--- src/rtl/poly_midi_player_pkg.sv ---
// Shared MIDI definitions: status codes, waveform and parser encodings, and
// the note-to-phase-increment table used by every voice.
package poly_midi_player_pkg;

  localparam logic [3:0] NOTE_ON  = 4'h9;
  localparam logic [3:0] NOTE_OFF = 4'h8;

  typedef enum logic [1:0] {
    WAVE_SAW      = 2'd0,
    WAVE_TRIANGLE = 2'd1,
    WAVE_PULSE    = 2'd2,
    WAVE_SINE     = 2'd3
  } wave_t;

  typedef enum logic [2:0] {
    IDLE    = 3'd0,
    WAIT_D1 = 3'd1,
    WAIT_D2 = 3'd2,
    SKIP1   = 3'd3,
    SKIP2   = 3'd4
  } parser_state_t;

  // Offset-binary zero level for a sample of the given width.
  function automatic logic [31:0] midpoint(input int bits);
    return 32'd1 << (bits - 1);
  endfunction

  // Top octave (notes 120..131) as 24-bit phase increments at 50 MHz;
  // lower octaves are the same values shifted right once per octave.
  function automatic logic [15:0] midi_note_to_tone_freq(input logic [6:0] note);
    logic [15:0] base;
    logic [3:0]  octave;
    logic [3:0]  semis;
    octave = 4'(note / 7'd12);
    semis  = 4'(note % 7'd12);
    case (semis)
      4'd0:    base = 16'd2809;
      4'd1:    base = 16'd2976;
      4'd2:    base = 16'd3153;
      4'd3:    base = 16'd3341;
      4'd4:    base = 16'd3539;
      4'd5:    base = 16'd3750;
      4'd6:    base = 16'd3973;
      4'd7:    base = 16'd4209;
      4'd8:    base = 16'd4459;
      4'd9:    base = 16'd4724;
      4'd10:   base = 16'd5005;
      default: base = 16'd5303;
    endcase
    return base >> (4'd10 - octave);
  endfunction

endpackage

--- src/rtl/midi_msg_parser.sv ---
// MIDI byte-stream parser with running status and channel filter; emits
// one-cycle note_on / note_off pulses carrying the note number.
module midi_msg_parser
  import poly_midi_player_pkg::*;
#(
  parameter int OMNI         = 1,
  parameter int MIDI_CHANNEL = 0
) (
  input  logic       clk,
  input  logic       rst,
  input  logic [7:0] midi_data,
  input  logic       midi_valid,
  output logic       note_on,
  output logic       note_off,
  output logic [6:0] note
);

  parser_state_t state_reg, state_next;
  logic [7:0] status_reg, status_next;
  logic [6:0] d1_reg, d1_next;
  logic [6:0] note_reg, note_next;
  logic       note_on_reg, note_on_next;
  logic       note_off_reg, note_off_next;
  logic       chan_ok;

  function automatic parser_state_t restart_state(input logic [7:0] status);
    case (status[7:4])
      NOTE_ON, NOTE_OFF: return WAIT_D1;
      4'hC, 4'hD:        return SKIP1;
      default:           return SKIP2;
    endcase
  endfunction

  always_ff @(posedge clk) begin
    if (rst) begin
      state_reg    <= IDLE;
      status_reg   <= '0;
      d1_reg       <= '0;
      note_reg     <= '0;
      note_on_reg  <= 1'b0;
      note_off_reg <= 1'b0;
    end else begin
      state_reg    <= state_next;
      status_reg   <= status_next;
      d1_reg       <= d1_next;
      note_reg     <= note_next;
      note_on_reg  <= note_on_next;
      note_off_reg <= note_off_next;
    end
  end

  always_comb begin
    state_next    = state_reg;
    status_next   = status_reg;
    d1_next       = d1_reg;
    note_next     = note_reg;
    note_on_next  = 1'b0;
    note_off_next = 1'b0;
    chan_ok       = (OMNI != 0) || (status_reg[3:0] == 4'(MIDI_CHANNEL));
    if (midi_valid) begin
      if (midi_data[7]) begin
        // Realtime bytes (F8..FF) pass through without touching the parse.
        if (midi_data < 8'hF0) begin
          status_next = midi_data;
          state_next  = restart_state(midi_data);
        end else if (midi_data < 8'hF8) begin
          status_next = '0;
          state_next  = IDLE;
        end
      end else begin
        case (state_reg)
          WAIT_D1: begin
            d1_next    = midi_data[6:0];
            state_next = WAIT_D2;
          end
          WAIT_D2: begin
            state_next = restart_state(status_reg);
            note_next  = d1_reg;
            if (chan_ok) begin
              if (status_reg[7:4] == NOTE_ON && midi_data != 8'h00)
                note_on_next = 1'b1;
              else if (status_reg[7:4] == NOTE_ON || status_reg[7:4] == NOTE_OFF)
                note_off_next = 1'b1;
            end
          end
          SKIP2:   state_next = SKIP1;
          SKIP1:   state_next = restart_state(status_reg);
          default: state_next = state_reg;
        endcase
      end
    end
  end

  assign note_on  = note_on_reg;
  assign note_off = note_off_reg;
  assign note     = note_reg;

endmodule

--- src/rtl/poly_midi_player_wave.sv ---
// Per-voice waveform generator: saw, triangle, pulse and a parabolic sine
// approximation, selected combinationally from the voice phase.
module poly_midi_player_wave
  import poly_midi_player_pkg::*;
#(
  parameter int OUTPUT_BITS     = 16,
  parameter int PULSEWIDTH_BITS = 12
) (
  input  logic [OUTPUT_BITS-1:0]     phase,
  input  logic [1:0]                 wave_sel,
  input  logic [PULSEWIDTH_BITS-1:0] pulse_width,
  output logic [OUTPUT_BITS-1:0]     sample
);

  localparam int H = OUTPUT_BITS - 1;
  localparam logic [OUTPUT_BITS-1:0] MID = OUTPUT_BITS'(midpoint(OUTPUT_BITS));

  logic [H-1:0] half_pos;
  logic [H-1:0] arch;

  // x*(1-x) over each half period, scaled so the peak stays just below MID.
  assign half_pos = phase[H-1:0];
  assign arch = H'(({{H{1'b0}}, half_pos} * {{H{1'b0}}, ~half_pos}) >> (OUTPUT_BITS - 3));

  always_comb begin
    sample = phase;
    case (wave_t'(wave_sel))
      WAVE_SAW:      sample = phase;
      WAVE_TRIANGLE: sample = {phase[H-1:0], 1'b0} ^ {OUTPUT_BITS{phase[H]}};
      WAVE_PULSE:    sample = (phase[H -: PULSEWIDTH_BITS] < pulse_width) ? '1 : '0;
      WAVE_SINE:     sample = phase[H] ? (MID - OUTPUT_BITS'(arch)) : (MID + OUTPUT_BITS'(arch));
      default:       sample = phase;
    endcase
  end

endmodule

--- src/rtl/poly_midi_player.sv ---
// Polyphonic MIDI player: parser, voice allocation with stealing, per-voice
// phase accumulators and waveform generators, and a strobed averaging mixer.
module poly_midi_player
  import poly_midi_player_pkg::*;
#(
  parameter int VOICES           = 4,
  parameter int OUTPUT_BITS      = 16,
  parameter int ACCUMULATOR_BITS = 24,
  parameter int FREQ_SHIFT       = 2,
  parameter int SAMPLE_DIV       = 1,
  parameter int OMNI             = 1,
  parameter int MIDI_CHANNEL     = 0,
  parameter int PULSEWIDTH_BITS  = 12
) (
  input  logic                       clk,
  input  logic                       rst,
  input  logic [7:0]                 midi_data,
  input  logic                       midi_valid,
  input  logic [1:0]                 wave_sel,
  input  logic [PULSEWIDTH_BITS-1:0] pulse_width,
  output logic [OUTPUT_BITS-1:0]     sound_data,
  output logic                       sound_valid,
  output logic [VOICES-1:0]          voice_active
);

  localparam int LOG_V = $clog2(VOICES);
  localparam int PTR_W = (VOICES > 1) ? LOG_V : 1;
  localparam int DIV_W = (SAMPLE_DIV > 1) ? $clog2(SAMPLE_DIV) : 1;
  localparam int SUM_W = OUTPUT_BITS + LOG_V;
  localparam logic [OUTPUT_BITS-1:0] MID = OUTPUT_BITS'(midpoint(OUTPUT_BITS));

  logic                        ev_on, ev_off;
  logic [6:0]                  ev_note;
  logic [ACCUMULATOR_BITS-1:0] acc_reg [VOICES];
  logic [ACCUMULATOR_BITS-1:0] inc_reg [VOICES];
  logic [6:0]                  note_reg [VOICES];
  logic [VOICES-1:0]           active_reg;
  logic [PTR_W-1:0]            steal_ptr_reg, steal_ptr_next;
  logic [DIV_W-1:0]            div_reg;
  logic [OUTPUT_BITS-1:0]      sound_reg;
  logic                        valid_reg;
  logic                        strobe;
  logic [VOICES-1:0]           match, sel;
  logic [ACCUMULATOR_BITS-1:0] inc_new;
  logic [OUTPUT_BITS-1:0]      wave_out [VOICES];
  logic [OUTPUT_BITS-1:0]      contrib [VOICES];
  logic [SUM_W-1:0]            sum;

  midi_msg_parser #(
    .OMNI         (OMNI),
    .MIDI_CHANNEL (MIDI_CHANNEL)
  ) u_parser (
    .clk        (clk),
    .rst        (rst),
    .midi_data  (midi_data),
    .midi_valid (midi_valid),
    .note_on    (ev_on),
    .note_off   (ev_off),
    .note       (ev_note)
  );

  assign strobe  = (div_reg == '0);
  assign inc_new = ACCUMULATOR_BITS'(midi_note_to_tone_freq(ev_note)) << FREQ_SHIFT;

  genvar gi;
  generate
    for (gi = 0; gi < VOICES; gi++) begin : g_voice
      assign match[gi] = active_reg[gi] && (note_reg[gi] == ev_note);

      poly_midi_player_wave #(
        .OUTPUT_BITS     (OUTPUT_BITS),
        .PULSEWIDTH_BITS (PULSEWIDTH_BITS)
      ) u_wave (
        .phase       (acc_reg[gi][ACCUMULATOR_BITS-1 -: OUTPUT_BITS]),
        .wave_sel    (wave_sel),
        .pulse_width (pulse_width),
        .sample      (wave_out[gi])
      );

      assign contrib[gi] = active_reg[gi] ? wave_out[gi] : MID;
    end
  endgenerate

  // Retrigger a matching voice, else the lowest free voice, else steal.
  always_comb begin
    sel            = '0;
    steal_ptr_next = steal_ptr_reg;
    if (ev_on) begin
      if (|match) begin
        for (int i = VOICES - 1; i >= 0; i--)
          if (match[i]) begin
            sel    = '0;
            sel[i] = 1'b1;
          end
      end else if (!(&active_reg)) begin
        for (int i = VOICES - 1; i >= 0; i--)
          if (!active_reg[i]) begin
            sel    = '0;
            sel[i] = 1'b1;
          end
      end else begin
        sel[steal_ptr_reg] = 1'b1;
        steal_ptr_next = (steal_ptr_reg == PTR_W'(VOICES - 1)) ? '0 : steal_ptr_reg + PTR_W'(1);
      end
    end
  end

  always_comb begin
    sum = '0;
    for (int i = 0; i < VOICES; i++)
      sum = sum + SUM_W'(contrib[i]);
  end

  always_ff @(posedge clk) begin
    if (rst) begin
      for (int i = 0; i < VOICES; i++) begin
        acc_reg[i]  <= '0;
        inc_reg[i]  <= '0;
        note_reg[i] <= '0;
      end
      active_reg    <= '0;
      steal_ptr_reg <= '0;
      div_reg       <= '0;
      sound_reg     <= MID;
      valid_reg     <= 1'b0;
    end else begin
      for (int i = 0; i < VOICES; i++) begin
        if (sel[i]) begin
          // Allocation takes precedence over a coincident strobe.
          acc_reg[i]    <= '0;
          inc_reg[i]    <= inc_new;
          note_reg[i]   <= ev_note;
          active_reg[i] <= 1'b1;
        end else begin
          if (strobe && active_reg[i])
            acc_reg[i] <= acc_reg[i] + inc_reg[i];
          if (ev_off && match[i])
            active_reg[i] <= 1'b0;
        end
      end
      steal_ptr_reg <= steal_ptr_next;
      div_reg       <= (div_reg == DIV_W'(SAMPLE_DIV - 1)) ? '0 : div_reg + DIV_W'(1);
      valid_reg     <= strobe;
      if (strobe)
        sound_reg <= OUTPUT_BITS'(sum >> LOG_V);
    end
  end

  assign sound_data   = sound_reg;
  assign sound_valid  = valid_reg;
  assign voice_active = active_reg;

endmodule
--- config.mk ---
export PLATFORM = sky130hd
export DESIGN_NAME = poly_midi_player
export DESIGN_NICKNAME = d
export VERILOG_FILES = /design/src/rtl/poly_midi_player_pkg.sv /design/src/rtl/midi_msg_parser.sv /design/src/rtl/poly_midi_player_wave.sv /design/src/rtl/poly_midi_player.sv
export SDC_FILE = /design/constraint.sdc
export NUM_CORES = 2
export LEC_CHECK = 0
export ABC_AREA = 1
export CAP_MARGIN = 20
export CORE_UTILIZATION = 65
export CTS_CLUSTER_DIAMETER = 50
export DETAILED_ROUTE_END_ITERATION = 8
export GPL_ROUTABILITY_DRIVEN = 0
export PLACE_DENSITY_LB_ADDON = 0.05
export REMOVE_ABC_BUFFERS = 1
export SLEW_MARGIN = 20
export SYNTH_ARGS = -nofsm -noshare
export SYNTH_HDL_FRONTEND = slang
export SYNTH_HIERARCHICAL = 1
export SYNTH_SLANG_ARGS = --single-unit
--- constraint.sdc ---
create_clock -name clk -period 27.1 [get_ports clk]
set_input_delay 5.42 -clock clk [delete_from_list [all_inputs] [get_ports clk]]
set_output_delay 5.42 -clock clk [all_outputs]
set_load 0.005 [all_outputs]
==> impl_metrics.toml <==
[yosys]
synth_area_per_cell_um2 = 7.31
synth_area_um2 = 48200
synth_common_cells = "1363 x inv_1, 1358 x nand2_1, 829 x nor2_1"
synth_cells = 6600
synth.area.top_cells = "fa_1 26%, ha_1 15%, inv_1 11%, nand2_1 11%, edfxtp_1 10%"
synth.distinct_cells = 64
synth-async-reset-ratio_pct = 0
ys_ff_latch = 215
yosysTopAreaCell = "fa_1"
synth-edff-count = 168
yosysWarnings = 6
synthDominantCellAreaShare_pct = 26.1
synth_flop_cell = "edfxtp_1"
synth_most_common_cell = "inv_1"
seq_area_frac_synth_pct = 12.4

[setup_path]
critPathArrivalTime_ps = 11490
crit_top_cell = "inv_1"
max_stage_delay_ps = 610
start_kind = "input port"
path_max_fanout = 9
required_ps = 27570
reg2reg_depth = 40
cp_slowest_cell = "o41ai_1"
r2r-start = "acc_reg[2][16]"
end_kind = "flop"
worstSetupPathType = "input port to flop"
r2r_slack_ps = 16370
r2r_end = "sound_data[15]"

[worst_hold_path]
min_from = "u_parser/status_reg[5]"
min_to = "u_parser/status_reg[5]"
hp-class = "flop to flop"
worstHoldPathCells = 2

[clock_tree]
clock_latency_ps = 530
cts_max_level = 1
cts_root_buf = "clkbuf_16"
clock_sinks = 215
clock_path_buffers = 3
cts_tree = "done"
cts_hold_buf = 0
cts_setup_buffers = 0
cts_buffers = 26
ctsResizeCount = 0
cts.clk_slew.worst_paths_ps = 60

[sta]
max_freq_ghz = 0.0908
min_period_over_period_pct = 40.6
worst_pin_slew_ps = 1150
finalClockSkew_ps = 9.09
hold_viol = 0
setup_viol_count_final = 0
period_needed_ps = 11020
slew_viol_final = 0
fin_tns_setup_ps = 0
grt_setup_unrepaired = "false"
maxSlewHeadroom_pct = 23.3

[outcome]
status = "complete, but fails checks"
violations = "design-rule violations"

[die]
rows = 99
pin_count = 46
start_util_pct = 65.9
fp.dieH_um = 274
core_um2 = 73200
dieArea_um2 = 75300
die_w_um = 274

[job]
cap_violations = 0

[cells_and_area]
area_growth_pct = 4.30
stdcell_count = 7503
drive_gt1_share_pct = 5.23
largest_reg_flops = 88
nFillCells = 6344
nets = 7739

[detailed_routing]
via_per_inst = 5.70
dr.pass1.iters = 8
drt_iter0_markers = 4016
routed-via-count = 42800
wl_per_cell_um = 18.0
routed_wl_mm = 135
final_antenna_net_count = 0
drc = 14

[placement]
io_buffers = 45
dpl.hpwl_mm = 105
placed_cells = 7453

[global_routing]
grt_first_pass_wirelength_mm = 215
overflow = 0
grt_max_degree = 53
grt_antenna_before_repair = 2
track_usage_pct = 36.3
grt_pass1_vias = 41000

[power]
power_density_nw_per_um2 = 100
clkPwrFrac_pct = 6.6
internal_power_uw = 1970
power.leakage_uw = 0.0272
seq_power_share_pct = 7.4
pwr-share-comb_pct = 86.0
max-vdd-ir-drop_mv = 0.156
swShare_pct = 60.9
p_switching_uw = 3070
==> layer usage <==
layer | global-route usage [%] | wire length (um) | share of wire, % | vias to the layer above
met5 | 0 | 11 | 0.0081 | -
met4 | 11.4 | 4780 | 3.5 | 2
met3 | 6.78 | 14100 | 10 | 314
met2 | 58.4 | 61200 | 45 | 1913
met1 | 49.7 | 55300 | 41 | 20400
li1 | - | - | - | 20100
==> power by group through the flow <==
stage | sequential [uW] | clock, uW | combinational (uW)
floorplan | 390 | 0 | 3220
global placement | 380 | 0 | 4180
detailed placement | 380 | 0 | 4230
CTS | 373 | 338 | 4260
global route | 374 | 351 | 4870
finish | 373 | 335 | 4330
==> critical path: cells and delay by family <==
kind            cells  cell delay [ps]
fa+ha+maj           4             1750
simple gates       10             1910
buf+inv             6              910
compound gates      7             1490
==> metrics by stage <==
| step | utilization, % | instance area, um^2 | setup WS, ps | hold slack, ps | power, uW |
|---|---|---|---|---|---|
| 6_report | 68.7 | 50300 | 16090 | 473 | 5040 |
| 5_1_grt | 68.7 | 50300 | 15730 | 491 | 5600 |
| 4_1_cts | 68.7 | 50300 | 16300 | 472 | 4980 |
| 3_5_place_dp | 67.5 | 49400 | 15760 | 461 | 4610 |
| 3_3_place_gp | 67.5 | 49400 | 15900 | 452 | 4560 |
| 2_1_floorplan | - | 47300 | 17360 | 435 | 3610 |
==> cell families after synthesis <==
group | Yosys count | synth area share (%)
AO/OA/AOI/OAI | 622 | 7.15
other | 1 | 0.00778
buffers and inverters | 1653 | 13.2
flip-flops | 215 | 12.4
XOR/XNOR | 68 | 1.28
AND/OR/NAND/NOR | 2849 | 25.3
adder cells (fa/ha/maj) | 1192 | 40.7
==> how the worst max path moves through the flow <==
| stage | slack [ps] | to | cells past startpoint | from |
|---|---|---|---|---|
| 2_1_floorplan | 17360 | sound_data[11] | 27 | pulse_width[1] |
| 3_3_place_gp | 15900 | sound_data[15] | 27 | pulse_width[1] |
| 3_5_place_dp | 15760 | sound_data[13] | 26 | pulse_width[1] |
| 4_1_cts | 16300 | sound_data[15] | 27 | pulse_width[1] |
| 5_1_grt | 15730 | sound_data[15] | 27 | pulse_width[1] |
| 6_report | 16090 | sound_data[15] | 27 | pulse_width[1] |
==> cell usage in the layout (no fill, tap or decap), types with 73 or more instances in the layout <==
| master | Yosys | layout |
|---|---|---|
| inv_1 | 1363 | 1363 |
| nand2_1 | 1358 | 1358 |
| nor2_1 | 829 | 829 |
| fa_1 | 628 | 628 |
| ha_1 | 564 | 564 |
| nand3_1 | 332 | 329 |
| a21oi_1 | 307 | 307 |
| edfxtp_1 | 168 | 168 |
| o21ai_0 | 166 | 166 |
| nand4_1 | 88 | 88 |
| nand2_2 | 73 | 73 |
==> area by class of cell <==
class	count	area (um^2)	share of cell area (%)
Multi-Input combinational cell	4732	35900	71.4
Clock buffer	36	751	1.49
Timing Repair Buffer	116	991	1.97
Clock inverter	12	80.1	0.159
Antenna cell	2	5.00	0.00995
Inverter	1431	5380	10.7
Tap cell	959	1200	2.39
Sequential cell	215	5990	11.9
(Power assumes the default switching activity.)
